### src/rtl/bf_pkg.sv
// Shared opcode, error-code and state definitions for the Brainfuck program loader.
package bf_pkg;

    localparam int OP_W = 4;

    typedef logic [OP_W-1:0] opcode_t;

    // Instruction format is {tape_in, ptr_in, stack_op, inc_dec}
    localparam opcode_t OP_INC   = 4'b1001;
    localparam opcode_t OP_DEC   = 4'b1000;
    localparam opcode_t OP_RIGHT = 4'b0101;
    localparam opcode_t OP_LEFT  = 4'b0100;
    localparam opcode_t OP_OPEN  = 4'b0010;
    localparam opcode_t OP_CLOSE = 4'b0011;
    localparam opcode_t OP_NOP   = 4'b0000;

    localparam logic [1:0] ERR_NONE  = 2'd0;
    localparam logic [1:0] ERR_CLOSE = 2'd1;
    localparam logic [1:0] ERR_OPEN  = 2'd2;
    localparam logic [1:0] ERR_LIMIT = 2'd3;

    typedef enum logic [2:0] {
        PREP  = 3'd0,
        LOAD  = 3'd1,
        FILL  = 3'd2,
        DONE  = 3'd3,
        ERROR = 3'd4
    } state_t;

endpackage

### src/rtl/bf_decode.sv
// Combinational ASCII-to-instruction decoder; non-command bytes are comments.
module bf_decode
    import bf_pkg::*;
(
    input  logic [7:0] src_byte,
    output logic       is_cmd,
    output opcode_t    opcode,
    output logic       is_open,
    output logic       is_close
);

    // Map each command character to its opcode and bracket flags
    always_comb begin
        is_cmd   = 1'b1;
        opcode   = OP_NOP;
        is_open  = 1'b0;
        is_close = 1'b0;
        case (src_byte)
            8'h2B: opcode = OP_INC;
            8'h2D: opcode = OP_DEC;
            8'h3E: opcode = OP_RIGHT;
            8'h3C: opcode = OP_LEFT;
            8'h5B: begin
                opcode  = OP_OPEN;
                is_open = 1'b1;
            end
            8'h5D: begin
                opcode   = OP_CLOSE;
                is_close = 1'b1;
            end
            default: is_cmd = 1'b0;
        endcase
    end

endmodule

### src/rtl/bf_loader.sv
// Streams ASCII Brainfuck into program memory, checks bracket balance and
// depth, zero-fills the tail, then releases the core.
module bf_loader
    import bf_pkg::*;
#(
    parameter int PRG_AW   = 8,
    parameter int INSTR_W  = OP_W,
    parameter int STACK_AW = 4
) (
    input  logic               i_clock,
    input  logic               i_reset,
    input  logic               i_src_valid,
    input  logic [7:0]         i_src_data,
    input  logic               i_src_last,
    output logic               o_src_ready,
    output logic               o_prgmem_we,
    output logic [PRG_AW-1:0]  o_prgmem_addr,
    output logic [INSTR_W-1:0] o_prgmem_data,
    output logic               o_core_run,
    output logic               o_error,
    output logic [1:0]         o_error_code,
    output logic [PRG_AW-1:0]  o_prog_len
);

    localparam int                  DEPTH_W   = STACK_AW + 1;
    localparam logic [DEPTH_W-1:0]  DEPTH_MAX = {1'b1, {STACK_AW{1'b0}}};
    localparam logic [PRG_AW-1:0]   LEN_MAX   = {PRG_AW{1'b1}};

    state_t               state_r, state_nxt_s;
    logic [PRG_AW-1:0]    wptr_r, wptr_nxt_s;
    logic [PRG_AW-1:0]    len_r, len_nxt_s;
    logic [DEPTH_W-1:0]   depth_r, depth_nxt_s;
    logic                 we_r, we_nxt_s;
    logic [PRG_AW-1:0]    addr_r, addr_nxt_s;
    logic [INSTR_W-1:0]   data_r, data_nxt_s;
    logic                 ready_r, ready_nxt_s;
    logic                 run_r, run_nxt_s;
    logic                 error_r, error_nxt_s;
    logic [1:0]           code_r, code_nxt_s;

    logic                 xfer_s;
    logic                 dec_is_cmd_s;
    opcode_t              dec_opcode_s;
    logic                 dec_is_open_s;
    logic                 dec_is_close_s;

    bf_decode u_decode (
        .src_byte (i_src_data),
        .is_cmd   (dec_is_cmd_s),
        .opcode   (dec_opcode_s),
        .is_open  (dec_is_open_s),
        .is_close (dec_is_close_s)
    );

    assign xfer_s = i_src_valid && ready_r;

    // Next-state and next-output logic for the load sequence
    always_comb begin
        state_nxt_s = state_r;
        wptr_nxt_s  = wptr_r;
        len_nxt_s   = len_r;
        depth_nxt_s = depth_r;
        we_nxt_s    = 1'b0;
        addr_nxt_s  = addr_r;
        data_nxt_s  = data_r;
        error_nxt_s = error_r;
        code_nxt_s  = code_r;
        case (state_r)
            PREP: begin
                we_nxt_s    = 1'b1;
                addr_nxt_s  = {PRG_AW{1'b0}};
                data_nxt_s  = INSTR_W'(OP_NOP);
                wptr_nxt_s  = {{(PRG_AW-1){1'b0}}, 1'b1};
                len_nxt_s   = {PRG_AW{1'b0}};
                depth_nxt_s = {DEPTH_W{1'b0}};
                state_nxt_s = LOAD;
            end
            LOAD: begin
                if (xfer_s) begin
                    if (dec_is_close_s && (depth_r == {DEPTH_W{1'b0}})) begin
                        state_nxt_s = ERROR;
                        error_nxt_s = 1'b1;
                        code_nxt_s  = ERR_CLOSE;
                    end else if (dec_is_cmd_s && ((len_r == LEN_MAX) ||
                                 (dec_is_open_s && (depth_r == DEPTH_MAX)))) begin
                        state_nxt_s = ERROR;
                        error_nxt_s = 1'b1;
                        code_nxt_s  = ERR_LIMIT;
                    end else begin
                        if (dec_is_cmd_s) begin
                            we_nxt_s   = 1'b1;
                            addr_nxt_s = wptr_r;
                            data_nxt_s = INSTR_W'(dec_opcode_s);
                            wptr_nxt_s = wptr_r + PRG_AW'(1);
                            len_nxt_s  = len_r + PRG_AW'(1);
                            if (dec_is_open_s) begin
                                depth_nxt_s = depth_r + DEPTH_W'(1);
                            end else if (dec_is_close_s) begin
                                depth_nxt_s = depth_r - DEPTH_W'(1);
                            end else begin
                                depth_nxt_s = depth_r;
                            end
                        end else begin
                            we_nxt_s = 1'b0;
                        end
                        // The last byte is processed first, then balance decides the exit
                        if (i_src_last) begin
                            if (depth_nxt_s != {DEPTH_W{1'b0}}) begin
                                state_nxt_s = ERROR;
                                error_nxt_s = 1'b1;
                                code_nxt_s  = ERR_OPEN;
                            end else if (len_nxt_s == LEN_MAX) begin
                                state_nxt_s = DONE;
                            end else begin
                                state_nxt_s = FILL;
                            end
                        end else begin
                            state_nxt_s = LOAD;
                        end
                    end
                end else begin
                    we_nxt_s = 1'b0;
                end
            end
            FILL: begin
                we_nxt_s   = 1'b1;
                addr_nxt_s = wptr_r;
                data_nxt_s = INSTR_W'(OP_NOP);
                wptr_nxt_s = wptr_r + PRG_AW'(1);
                if (wptr_r == LEN_MAX) begin
                    state_nxt_s = DONE;
                end else begin
                    state_nxt_s = FILL;
                end
            end
            DONE:    state_nxt_s = DONE;
            ERROR:   state_nxt_s = ERROR;
            default: state_nxt_s = PREP;
        endcase
        // Ready opens one cycle after entering LOAD and closes on the exit edge
        ready_nxt_s = (state_r == LOAD) && (state_nxt_s == LOAD);
        run_nxt_s   = (state_nxt_s == DONE);
    end

    // State register
    always_ff @(posedge i_clock or posedge i_reset) begin
        if (i_reset) begin
            state_r <= PREP;
        end else begin
            state_r <= state_nxt_s;
        end
    end

    // Datapath and output registers
    always_ff @(posedge i_clock or posedge i_reset) begin
        if (i_reset) begin
            wptr_r  <= {PRG_AW{1'b0}};
            len_r   <= {PRG_AW{1'b0}};
            depth_r <= {DEPTH_W{1'b0}};
            we_r    <= 1'b0;
            addr_r  <= {PRG_AW{1'b0}};
            data_r  <= {INSTR_W{1'b0}};
            ready_r <= 1'b0;
            run_r   <= 1'b0;
            error_r <= 1'b0;
            code_r  <= ERR_NONE;
        end else begin
            wptr_r  <= wptr_nxt_s;
            len_r   <= len_nxt_s;
            depth_r <= depth_nxt_s;
            we_r    <= we_nxt_s;
            addr_r  <= addr_nxt_s;
            data_r  <= data_nxt_s;
            ready_r <= ready_nxt_s;
            run_r   <= run_nxt_s;
            error_r <= error_nxt_s;
            code_r  <= code_nxt_s;
        end
    end

    assign o_src_ready   = ready_r;
    assign o_prgmem_we   = we_r;
    assign o_prgmem_addr = addr_r;
    assign o_prgmem_data = data_r;
    assign o_core_run    = run_r;
    assign o_error       = error_r;
    assign o_error_code  = code_r;
    assign o_prog_len    = len_r;

endmodule
### config.mk
export PLATFORM = sky130hd
export DESIGN_NAME = bf_loader
export DESIGN_NICKNAME = d
export VERILOG_FILES = /design/src/rtl/bf_pkg.sv /design/src/rtl/bf_decode.sv /design/src/rtl/bf_loader.sv
export SDC_FILE = /design/constraint.sdc
export NUM_CORES = 1
export LEC_CHECK = 0
export ABC_AREA = 0
export BUFFER_PORTS_ARGS = -buffer_cell sky130_fd_sc_hd__clkbuf_2
export CORE_MARGIN = 4
export CORE_UTILIZATION = 60
export DETAILED_ROUTE_END_ITERATION = 7
export PLACE_DENSITY = 0.84
export SYNTH_ARGS = -nofsm -noshare
export SYNTH_HDL_FRONTEND = slang
export SYNTH_SLANG_ARGS = --single-unit
### constraint.sdc
create_clock -name i_clock -period 6.32 [get_ports i_clock]
set_input_delay 1.264 -clock i_clock [delete_from_list [all_inputs] [get_ports i_clock]]
set_output_delay 1.264 -clock i_clock [all_outputs]
set_load 0.05 [all_outputs]
======== After elaboration in Yosys (flattened, before gate mapping) ========
Index checks and enable logic that the tools add are counted.
W data, S select, Z words.
operators by class
  $mul .................................... 0
  magnitude comparators ................... 0
  reductions and logical operators ........ 20
  bitwise operators ....................... 0
  shift operators ......................... 0
  multiplexer cells ....................... 60
  eq/ne operators ......................... 20
  add/sub/neg operators ................... 4
  divide/modulo/power cells ............... 0
operators with widths
  kind                   number
  $mux W8                16
  $mux W5                10
  $pmux W8 S3            2
  $eq A8 B6 Y1 const B   4
  $eq A8 B8 Y1 const B   3
  $pmux W4 S6            1
  $add A8 B1 Y8 const B  2
  $eq A8 B7 Y1 const B   2
  $mux W4                4
  $pmux W8 S2            1
  $mux W3                5
  $pmux W3 S5            1
  $mux W1                13
  $pmux W5 S2            1
  $reduce_and A5 Y1      2
  $eq A3 B2 Y1 const B   3
  $reduce_bool A3 Y1     3
  $mux W2                4
  $ne A2 B2 Y1 const B   4
  $pmux W4 S2            1
  $reduce_and A4 Y1      2
  $eq A3 B1 Y1 const B   2
  $reduce_or A6 Y1       1
  $add A5 B1 Y5 const B  1
  11 further kinds       16
word-level totals
  memory bits (read-only) ................. 0
  memory bits (writable) .................. 0
  bits in latches ......................... 0
  output and inout port bits .............. 26
  memories ................................ 0
  logic and storage cells ................. 115
  input port bits ......................... 12
  flip-flop bits (word level) ............. 42

======== Logic depth before layout (Yosys ltp) ========
  depth after elaboration ................. 19
  gate-level depth with buffers ........... 10
  gate-level depth less buffers ........... 9

======== Modules after synthesis ========
A second synthesis with hierarchy kept.
second synthesis, totals
  cell total of the unflattened synthesis .. 272
  area, all modules ....................... 2448.6 sq um
modules (own cells, without submodules)
  module     sequential area each (sq um)  cells an instance  area an instance (sq um)  times used
  bf_loader  1051.0                        255                2311.0                    1
  bf_decode  0.0                           17                 137.6                     1

======== Worst setup path before layout ========
Ideal clock, no wire load.
  path kind ............................... in2reg
  from .................................... in i_src_data[7]
  to ...................................... reg run_r, in the netlist o_core_run
  required time ........................... 6.201 ns
  stages .................................. 7
  slack ................................... 3.201 ns
  arrival time ............................ 3.001 ns
  path buffers ............................ 0
  setup time .............................. 0.119 ns
  cell sequence ........................... or3b_1 > or4_4 > nand3_4 > mux2i_1 > a2111oi_4 > o21a_1 > o21a_1
between the ends
  word-level cells in the longest chain between the ends .. 17
  elaborated cells between the ends (all ways) .. 36
  those cells by class .................... 8 x eq/ne; 22 x mux; 6 x reduce/logical
ends and longest elaborated chain
  what                                                          RTL line                          text
  start: declaration                                            bf_loader.sv:13                   input logic [7:0] i_src_data,
  $eq A8 B6 Y1 / $eq A8 B7 Y1 (equally long branches)           bf_decode.sv:18                   case (src_byte)
  $reduce_or A6 Y1 (no line) / $mux W1 (equally long branches)  n/a
  $mux W1 / $mux W5 (equally long branches)                     bf_decode.sv:18, bf_loader.sv:98
  $mux W8 / $mux W5 (equally long branches)                     bf_loader.sv:90, bf_loader.sv:96
  $mux W8 / $mux W5 (equally long branches)                     bf_loader.sv:84, bf_loader.sv:90
  $mux W8 / $mux W5 (equally long branches)                     bf_loader.sv:80, bf_loader.sv:84
  $mux W8 / $mux W5 (equally long branches)                     bf_loader.sv:79, bf_loader.sv:80
  $mux W8 / $mux W5 (equally long branches)                     bf_loader.sv:68, bf_loader.sv:79
  (+2 left out)                                                 n/a
  $mux W3                                                       bf_loader.sv:108                  if (depth_nxt_s != {DEPTH_W{1'b0}}) begin
  $mux W3                                                       bf_loader.sv:107                  if (i_src_last) begin
  $mux W3                                                       bf_loader.sv:84                   end else if (dec_is_cmd_s && ((len_r == LEN_MAX) ||
  $mux W3 (*)                                                   bf_loader.sv:80                   if (dec_is_close_s && (depth_r == {DEPTH_W{1'b0}})) begin
  $mux W3 (*)                                                   bf_loader.sv:79                   if (xfer_s) begin
  $pmux W3 S5 (*)                                               bf_loader.sv:68                   case (state_r)
  $eq A3 B2 Y1 (*)                                              bf_loader.sv:142                  run_nxt_s = (state_nxt_s == DONE);
  named net run_nxt_s                                           bf_loader.sv:37                   logic run_r, run_nxt_s;
  end signal: assignment                                        bf_loader.sv:175                  run_r <= run_nxt_s;
  end: declaration                                              bf_loader.sv:37
Mark *: on every way through the listed nets, which the timed path passes. The rest lies on a longest branch. The select of a mux whose other input is x is not followed.
A chain may end at the register's enable or synchronous reset.

======== Worst setup path in the final report ========
  from .................................... in i_src_data[7]
  to ...................................... reg wptr_r[5]
between the ends
  word-level cells in the longest chain between the ends .. 7
  elaborated cells between the ends (all ways) .. 18
  those cells by class .................... 9 x eq/ne; 3 x mux; 6 x reduce/logical
ends and longest elaborated chain
  what                                                                  RTL line          text
  parallel branches: the longest is 6 deep, another holds $eq A8 B6 Y1  n/a
  $reduce_and A5 Y1 (no line) (*)                                       n/a
  end signal: assignment                                                bf_loader.sv:157  wptr_r <= {PRG_AW{1'b0}};
  end signal: assignment                                                bf_loader.sv:168  wptr_r <= wptr_nxt_s;
  end: declaration                                                      bf_loader.sv:30   logic [PRG_AW-1:0] wptr_r, wptr_nxt_s;
Every way passes the cells marked *.

==> impl_metrics.json <==
{
  "timing.rr.start": "depth_r[1]$_DFFE_PP0P_",
  "crit_buf_inv": 1,
  "grt_usage": 0.217,
  "layout_common_cells": "dfrtp_1 (42), nand2_1 (37), clkbuf_2 (37), nor2_1 (24), o21ai_0 (18)",
  "p_comb_frac": 0.392,
  "max_freq_mhz": 276,
  "switching_share": 0.435,
  "drt_iter0_markers": 172,
  "crit_slowest_cell": "nor4_1",
  "synthCells": 275,
  "dp_cells": 353,
  "synth_cell_type_count": 56,
  "synthMuxAreaShare": 0.0122,
  "wl_met2_um": 2450,
  "crit_path_start": "i_src_data[7]",
  "grt_pass1_vias": 1893,
  "worstSetupEndpointType": "flip-flop",
  "routedLengthMet1_um": 2480,
  "clk_latency_ps": 290,
  "dp.final_hpwl_um": 3950,
  "ys_ff_latch": 42,
  "wl_met3_um": 304,
  "rsz0062_at_grt": "false",
  "dieArea_um2": 5180,
  "grt_max_degree": 43,
  "instances_no_fill": 361,
  "drive_gt1_frac": 0.192,
  "routed_wl_um": 5270,
  "drv_cap": 0,
  "die_h_um": 72.0,
  "worst_hold_startpoint": "o_prgmem_addr[2]$_DFFE_PP0P_",
  "layout_commonest_cell": "dfrtp_1",
  "syn_nets": 292,
  "num_rows": 22,
  "synth-main-ff-cell": "dfrtp_1",
  "netlist.top_cell.by_area": "dfrtp_1",
  "tns_ps": 0,
  "ir_drop_uv": 169,
  "status": "finished clean",
  "required_ps": 6480,
  "start_kind": "primary input",
  "die_w_um": 72.0,
  "globalplace.congestion": 0.911,
  "power_density_nw_per_um2": 346,
  "start_util": 0.646,
  "viasPerCell": 6.08,
  "cts_resized": 0,
  "routed.top_layer": "met4",
  "holdWs_ps": 481,
  "final_antenna_net_count": 0,
  "core_area_um2": 3800,
  "cts_sinks": 42,
  "crit_fanout": 27,
  "layout_min_cycle_time_ps": 3630,
  "critPathTopFamily": "simple AND/OR/NAND/NOR gates",
  "synth_area_per_cell_um2": 8.93,
  "internal-power_uw": 543,
  "hold_viol_final": 0,
  "antenna_found_initial": 0,
  "ys_seq_area_frac": 0.428,
  "power_uw": 962,
  "numCtsBuffers": 5,
  "synth_fa_ha_area_frac": 0.0255,
  "synthXorXnorAreaFrac": 0.0321,
  "antenna_cells": 0,
  "maxSlewHeadroom": 0.276,
  "synth.area.top_cells": "dfrtp_1 (43%), nand2_1 (5.7%), o21ai_0 (3.7%)",
  "p_leak_nw": 1.21,
  "fin_nets": 329,
  "yosys_warnings": 0,
  "dr.pass1.iters": 5,
  "critPathMaxStageDelay_ps": 680,
  "fin_skew_ps": 3.51,
  "grt-ovfl-total": 0,
  "cts_hold_buf": 0,
  "io_buffers": 37,
  "grt_pass1_wl_um": 9000,
  "seqPwrFrac": 0.389,
  "area_growth_pct": 13.4,
  "cts_tree": "yes",
  "critical_path_class": "in2reg",
  "p_clk_frac": 0.219,
  "synth_top_family_by_area": "simple AND/OR/NAND/NOR gates",
  "hp-class": "reg2reg",
  "max_slew.worst_pin.slew_ps": 1080,
  "synth-simple-area-share": 0.274,
  "crit_chain": "clkbuf_2 -> nand4bb_1 -> nor4_1 -> nor2_1 -> a31oi_4 -> nor3_1 -> xnor2_1 -> nor2_1",
  "cp_data_arrival_time_ps": 3790,
  "routedWlPerCell_um": 14.6,
  "ios": 38,
  "p_switching_uw": 419,
  "path_common_cell": "nor2_1",
  "synth-edff-count": 0,
  "htree_levels": 2,
  "async_flop_share": 1.00,
  "drc": 0,
  "cts-root-buf": "clkbuf_8",
  "slew_viol_final": 0,
  "setup_viol_count_final": 0,
  "clk_pin_slew_ps": 80,
  "synth-compound-area-share": 0.194,
  "num_vias": 2194,
  "netlist_area_um2": 2450,
  "yosys.area.top_type_share": 0.428,
  "post_cts.repair.setup_buffers": 0,
  "cts_buffer_depth": 2,
  "period_share": 0.574
}
==> sequential cells by signal, summed over array words and instances (netlist names) <==
| name | count |
|---|---|
| o_prgmem_data | 4 |
| o_prog_len | 8 |
| state_r | 3 |
| wptr_r | 8 |
| o_error_code | 2 |
| o_error | 1 |
| o_src_ready | 1 |
| depth_r | 5 |
| o_core_run | 1 |
| o_prgmem_we | 1 |
| o_prgmem_addr | 8 |
==> power groups by stage <==
stage / logic, mW / registers [mW] / clock network, mW
2_1_floorplan: 0.213 / 0.457 / 0
3_3_place_gp: 0.371 / 0.376 / 0
3_5_place_dp: 0.375 / 0.379 / 0
4_1_cts: 0.377 / 0.374 / 0.213
5_1_grt: 0.412 / 0.383 / 0.225
6_report: 0.377 / 0.374 / 0.211
==> synth_stat cells, types with 5 or more instances <==
library cell / count
nand3_1: 15
xnor2_1: 8
nor2_1: 24
nand2_1: 37
a31oi_1: 13
o21ai_0: 18
a21oi_1: 11
ha_1: 5
inv_1: 13
nor3_1: 10
dfrtp_1: 42
o21ai_1: 6
==> tightest hold or removal path, stage by stage, from the launching register on <==
cell     delay, ps
dfrtp_1        340
nand2_1         40
o21ai_0         60
==> area by class of cell <==
| class | instances | area, um2 |
|---|---|---|
| sequential | 42 | 1050 |
| multi-input combinational | 212 | 1320 |
| tap | 48 | 60.1 |
| timing repair buffer | 38 | 193 |
| fill | 289 | 1020 |
| inverter | 13 | 48.8 |
| clock inverter | 2 | 37.5 |
| clock buffer | 6 | 72.6 |
==> kinds of logic after synthesis <==
| group | after synthesis |
|---|---|
| AND/OR/NAND/NOR | 123 |
| AO/OA/AOI/OAI | 72 |
| adder cells (fa/ha/maj) | 5 |
| XOR/XNOR | 9 |
| flip-flops | 42 |
| multiplexers | 3 |
| buffers and inverters | 21 |
==> layer usage <==
metal  global-route usage  vias to the layer above
li1                     -                     1076
met1                0.323                     1031
met3               0.0416                        6
met2                0.332                       81
met5                    0                        -
met4               0.0438                        0
==> worst paths after layout <==
kind / endpoint / slack (ps) / cells past startpoint
min in group asynchronous: o_prog_len[1]$_DFFE_PP0P_ / 1060 / 3
worst min-delay path: o_prgmem_addr[2]$_DFFE_PP0P_ / 480 / 2
max in group asynchronous: o_prog_len[2]$_DFFE_PP0P_ / 4890 / 3
worst min register to register: o_prgmem_addr[2]$_DFFE_PP0P_ / 480 / 2
worst max register to register: wptr_r[5]$_DFFE_PP0P_ / 3290 / 9
worst max-delay path: wptr_r[5]$_DFFE_PP0P_ / 2690 / 8
==> through the flow <==
stage           util  instance area [um2]  setup slack (ps)
6_report       0.733                 2780              2690
5_1_grt        0.733                 2780              2410
4_1_cts        0.733                 2780              2780
3_5_place_dp   0.704                 2670              2470
3_3_place_gp   0.704                 2670              2470
2_1_floorplan      -                 2450              3200
No activity file was read; power rests on OpenSTA's default activity.
